## config.mk

```make
export PLATFORM = sky130hd
export DESIGN_NAME = pc_gen_unit
export DESIGN_NICKNAME = d
export VERILOG_FILES = /design/src/rtl/pc_gen_unit.sv
export SDC_FILE = /design/constraint.sdc
export NUM_CORES = 1
export LEC_CHECK = 0
export BUFFER_PORTS_ARGS = -buffer_cell sky130_fd_sc_hd__buf_4
export CAP_MARGIN = 20
export CORE_ASPECT_RATIO = 0.75
export CORE_UTILIZATION = 60
export CTS_BUF_LIST = sky130_fd_sc_hd__clkbuf_16
export CTS_CLUSTER_SIZE = 20
export DETAILED_ROUTE_END_ITERATION = 6
export GPL_ROUTABILITY_DRIVEN = 1
export PLACE_DENSITY = 0.94
export SKIP_LAST_GASP = 1
export SLEW_MARGIN = 20
export SYNTH_ARGS = -nofsm -noshare
export SYNTH_HDL_FRONTEND = slang
export SYNTH_SLANG_ARGS = --single-unit
export TNS_END_PERCENT = 10
```

## constraint.sdc

```tcl
create_clock -name clk -period 4.5 [get_ports clk]
set_input_delay 0.9 -clock clk [delete_from_list [all_inputs] [get_ports clk]]
set_output_delay 0.9 -clock clk [all_outputs]
set_load 0.005 [all_outputs]
```

## src/rtl/pc_gen_unit.sv

```systemverilog
// ---------------------------------------------------------------------------
// pc_gen_unit
//   Fetch-PC generator for the CPU core. Holds the current fetch address and
//   selects the next one from sequential, branch, JALR or return-from-trap
//   sources. It also supports a pipeline stall and a boot delay after reset.
//   Any target that is not 4-byte aligned is redirected to TRAP_VECTOR, and
//   the PC of the faulting instruction is recorded in epc.
//
// Ports
//   clk           in   system clock, rising-edge state updates
//   rst           in   asynchronous active-low reset
//   stall         in   freeze PC/FSM while running or in trap
//   PCsrc         in   00 seq, 01 branch, 10 jalr, 11 return (epc)
//   ImmOp         in   sign-extended immediate
//   rs1           in   register operand for jalr
//   PC            out  current fetch address
//   PC_plus4      out  PC+4 for link writeback (wraps)
//   fetch_valid   out  PC is a valid fetch this cycle (state RUN)
//   misalign_trap out  one-cycle pulse the cycle after a trap is taken
//   epc           out  PC of the instruction whose target faulted
// ---------------------------------------------------------------------------
module pc_gen_unit #(
    parameter int                    DATA_WIDTH   = 32,
    parameter logic [DATA_WIDTH-1:0] RESET_VECTOR = '0,
    parameter logic [DATA_WIDTH-1:0] TRAP_VECTOR  = DATA_WIDTH'(32'h0000_0100),
    parameter int                    BOOT_CYCLES  = 2
) (
    input  logic                  clk,
    input  logic                  rst,
    input  logic                  stall,
    input  logic [1:0]            PCsrc,
    input  logic [DATA_WIDTH-1:0] ImmOp,
    input  logic [DATA_WIDTH-1:0] rs1,
    output logic [DATA_WIDTH-1:0] PC,
    output logic [DATA_WIDTH-1:0] PC_plus4,
    output logic                  fetch_valid,
    output logic                  misalign_trap,
    output logic [DATA_WIDTH-1:0] epc
);

    typedef enum logic [1:0] {
        ST_BOOT = 2'd0,
        ST_RUN  = 2'd1,
        ST_TRAP = 2'd2
    } state_e;

    typedef enum logic [1:0] {
        SRC_SEQ    = 2'b00,
        SRC_BRANCH = 2'b01,
        SRC_JALR   = 2'b10,
        SRC_RET    = 2'b11
    } src_e;

    // Boot counter is 4 bits wide, enough for BOOT_CYCLES up to 15.
    localparam logic [3:0] BOOT_LAST = 4'(BOOT_CYCLES - 1);

    state_e                state_q, state_d;
    logic [3:0]            boot_cnt_q, boot_cnt_d;
    logic [DATA_WIDTH-1:0] pc_q, pc_d;
    logic [DATA_WIDTH-1:0] epc_q, epc_d;
    logic                  trap_q, trap_d;

    logic [DATA_WIDTH-1:0] pc_plus4;
    logic [DATA_WIDTH-1:0] jalr_sum;
    logic [DATA_WIDTH-1:0] target;
    logic                  target_misaligned;

    assign pc_plus4 = pc_q + DATA_WIDTH'(4);
    assign jalr_sum = rs1 + ImmOp;

    // Next-PC candidate. For jalr, bit 0 is cleared before the alignment
    // check, so an odd jalr sum only traps when bit 1 is set.
    always_comb begin
        target = pc_plus4;
        case (src_e'(PCsrc))
            SRC_SEQ:    target = pc_plus4;
            SRC_BRANCH: target = pc_q + ImmOp;
            SRC_JALR:   target = {jalr_sum[DATA_WIDTH-1:1], 1'b0};
            SRC_RET:    target = epc_q;
            default:    target = pc_plus4;
        endcase
    end

    assign target_misaligned = |target[1:0];

    // Next-state logic: by default every register holds its value, and the
    // trap pulse drops.
    always_comb begin
        state_d    = state_q;
        boot_cnt_d = boot_cnt_q;
        pc_d       = pc_q;
        epc_d      = epc_q;
        trap_d     = 1'b0;

        case (state_q)
            ST_BOOT: begin
                // Stall is ignored while booting; PC stays on the reset vector.
                pc_d       = RESET_VECTOR;
                boot_cnt_d = boot_cnt_q + 4'd1;
                if (boot_cnt_q == BOOT_LAST) begin
                    state_d = ST_RUN;
                end
            end

            ST_RUN: begin
                if (!stall) begin
                    if (target_misaligned) begin
                        epc_d   = pc_q;
                        pc_d    = TRAP_VECTOR;
                        trap_d  = 1'b1;
                        state_d = ST_TRAP;
                    end else begin
                        pc_d = target;
                    end
                end
            end

            ST_TRAP: begin
                // PC already sits on the handler. This is a single dead cycle
                // unless stalled.
                if (!stall) begin
                    state_d = ST_RUN;
                end
            end

            default: begin
                state_d    = ST_BOOT;
                boot_cnt_d = '0;
                pc_d       = RESET_VECTOR;
            end
        endcase
    end

    always_ff @(posedge clk or negedge rst) begin
        if (!rst) begin
            state_q    <= ST_BOOT;
            boot_cnt_q <= '0;
            pc_q       <= RESET_VECTOR;
            epc_q      <= '0;
            trap_q     <= 1'b0;
        end else begin
            state_q    <= state_d;
            boot_cnt_q <= boot_cnt_d;
            pc_q       <= pc_d;
            epc_q      <= epc_d;
            trap_q     <= trap_d;
        end
    end

    assign PC            = pc_q;
    assign PC_plus4      = pc_plus4;
    assign fetch_valid   = (state_q == ST_RUN);
    assign misalign_trap = trap_q;
    assign epc           = epc_q;

endmodule

```

==> metrics.yaml <==
timing:
  period_needed_ns: 3.70
  worst_slew_pin_slew_ns: 0.942
  setup_viol: 0
  post-route-period-util: 0.823
  finalSetupTns_ns: 0
  slew-limit-headroom: 0.372
  rsz0062_at_grt: "no"
  skew_ns: 0.00872
  maxSlewViolCount: 0
  hold_viol_final: 0
  max_freq_ghz: 0.270
cts:
  insertion_delay_ns: 0.35
  clk_pin_slew_ns: 0.07
  clock-sinks: 71
  ctsHoldBuffers: 0
  max-clock-path-buffers: 2
  cts_buffers: 9
  root_buffer: "clkbuf_16"
  cts_resized: 0
  post_cts_buffers: 0
  htreeDepth: 3
  cts_tree: "yes"
run:
  drv_cap: 0
synthesis:
  ys.warnings.count: 0
  postSynthAreaPerCell_sq_um: 8.60
  synth_seq_cells: 71
  synth-edff-count: 0
  synth_top_flop_cell: "dfrtp_1"
  syn_area_sq_mm: 0.00752
  synthArstFlopShare: 1.00
  ys_seq_area_frac: 0.236
  yosys.cell_types.count: 72
  synth.net_count: 1012
  synthCells: 874
placement:
  place_area_sq_mm: 0.00885
  place_congestion: 0.979
  place_hpwl_microns: 20100
  portBuffers: 166
  placedCellCount: 1174
routing:
  ant_nets: 0
  drtIter0Drc: 977
  drc_errors: 0
  vias_per_cell: 6.80
  drtPass1Iterations: 5
  wirelength_microns: 26300
  wl_per_cell_microns: 22.1
  vias: 8095
floorplanning:
  die_area_sq_mm: 0.0130
  rows: 35
  core_area_sq_mm: 0.0123
  die_y_microns: 98.9
  initial_core_util: 0.613
  dieWidth_microns: 131
  pin_count: 167
finish:
  nets: 1157
  seqCellArea_sq_mm: 0.00178
  fin_area_sq_mm: 0.00914
  stdcell_count: 1190
  multi_input_area_sq_mm: 0.00544
  fillCellCount: 928
  area_growth_pct: 21.6
  utilization: 0.745
  diodes: 0
  drive_above_1_share: 0.252
global_routing:
  antenna_found_initial: 0
  grt.overflow.total: 0
  grt_start_max_net_pins: 72
  grt_pass1_wl_microns: 40600
  grtUsageTotal: 0.404
  grt_pass1_vias: 7435
power:
  leakage_uw: 0.00442
  powerDensity_mw_per_mm2: 398
  irDropWorstVdd_uv: 245
critical_path:
  worst_ep_required_time_ns: 3.60
  critPathLaunchType: "register"
  critPathKind: "reg -> out"
  end_kind: "output port"
  path_max_fanout: 8
  crit_arrival_ns: 2.80
outcome:
  outcome: "complete, no violations"
worst_hold_path:
  hold_path.class: "reg -> reg"
[worst max-delay path: stages (launching register included)]
cell and delay, ns:
dfrtp_1 0.51, ha_1 0.29, and4_1 0.38, nand3_1 0.24, nor2_1 0.37, nand3_1 0.15
xnor2_1 0.33, buf_4 0.18
[sequential cells by signal, summed over array words and instances (netlist names)]
| signal | cells |
|---|---|
| PC | 32 |
| boot_cnt_q | 4 |
| epc | 32 |
| misalign_trap | 1 |
| state_q | 2 |
[power by group]
group | leakage (uW) | switching (uW) | total [uW] | internal, uW
clock | 0.000135 | 321 | 705 | 384
combinational | 0.00331 | 991 | 1880 | 891
sequential | 0.000973 | 249 | 1050 | 799
[cells in the final DEF, fill, tap and decap left out, drive strengths merged, types with 6 or more instances in the layout]
| cell type | n |
|---|---|
| nor3 | 19 |
| ha | 67 |
| nor2 | 49 |
| o21bai | 11 |
| xor2 | 22 |
| nand2b | 7 |
| a31oi | 13 |
| buf | 173 |
| clkbuf | 9 |
| a21o | 37 |
| inv | 39 |
| a21oi | 70 |
| nand2 | 74 |
| nor4 | 6 |
| a22oi | 8 |
| mux2 | 32 |
| a221o | 8 |
| o21a | 7 |
| nand3 | 26 |
| and2 | 10 |
| a22o | 16 |
| nand4 | 18 |
| o21ai | 58 |
| mux4 | 14 |
| xnor2 | 55 |
| o211ai | 10 |
| dfrtp | 71 |
| and3 | 11 |
[logic make-up (layout without fill, tap and decap cells)]
family | after synthesis | count (layout) | share of synthesized area
AO/OA/AOI/OAI | 289 | 289 | 0.264
XOR/XNOR | 77 | 77 | 0.0897
adder cells (fa/ha/maj) | 69 | 69 | 0.117
buffers and inverters | 74 | 224 | 0.0401
flip-flops | 71 | 71 | 0.236
multiplexers | 49 | 49 | 0.0939
AND/OR/NAND/NOR | 245 | 245 | 0.159
[layer usage]
layer,wire length (microns),track usage,vias to the layer above
met5,0,0,-
met4,654,0.129,0
met3,3930,0.123,71
met2,10800,0.587,630
met1,10900,0.570,3800
li1,-,-,3594
[path summary, 6_finish.rpt]
kind	end	start	depth (start not counted)	slack, ns
worst max-delay path	PC_plus4[30]	PC[2]$_DFFE_PN0P_	7	0.80
worst min-delay path	epc[11]$_DFFE_PN0P_	epc[11]$_DFFE_PN0P_	1	0.54
worst max register to register	PC[28]$_DFFE_PN0P_	PC[0]$_DFFE_PN0P_	12	1.11
worst min register to register	epc[11]$_DFFE_PN0P_	epc[11]$_DFFE_PN0P_	1	0.54
max in group asynchronous	PC[14]$_DFFE_PN0P_	rst	1	3.19
min in group asynchronous	boot_cnt_q[3]$_DFFE_PN0N_	rst	1	0.69
[final cells by class]
cell class | count | share of cell area
clock inverter | 7 | 0.00671
sequential | 71 | 0.194
inverter | 35 | 0.0144
timing repair buffer | 173 | 0.142
tap | 166 | 0.0227
multi-input combinational | 729 | 0.595
clock buffer | 9 | 0.0246
[through the flow]
| step | hold WS [ns] | total power [uW] | setup WS (ns) |
|---|---|---|---|
| 4_1_cts | 0.535 | 3580 | 0.898 |
| 2_1_floorplan | 0.488 | 2100 | 1.18 |
| 5_1_grt | 0.561 | 3810 | 0.733 |
| 3_5_place_dp | 0.525 | 2860 | 0.595 |
| 3_3_place_gp | 0.516 | 2810 | 0.730 |
| 6_report | 0.538 | 3640 | 0.798 |
[cell usage after synthesis, types with 19 or more instances]
| cell type | number | area [sq um] |
|---|---|---|
| mux2_2 | 32 | 360 |
| clkbuf_1 | 22 | 82.6 |
| nor2_1 | 49 | 184 |
| a21oi_1 | 69 | 345 |
| dfrtp_1 | 71 | 1780 |
| a21o_1 | 37 | 278 |
| xnor2_1 | 55 | 482 |
| o21ai_0 | 49 | 245 |
| xor2_1 | 22 | 193 |
| ha_1 | 67 | 838 |
| inv_1 | 34 | 128 |
| nand3_1 | 26 | 130 |
| nor3_1 | 19 | 95.1 |
| nand2_1 | 74 | 278 |
No activity file was read; power rests on OpenSTA's default activity.
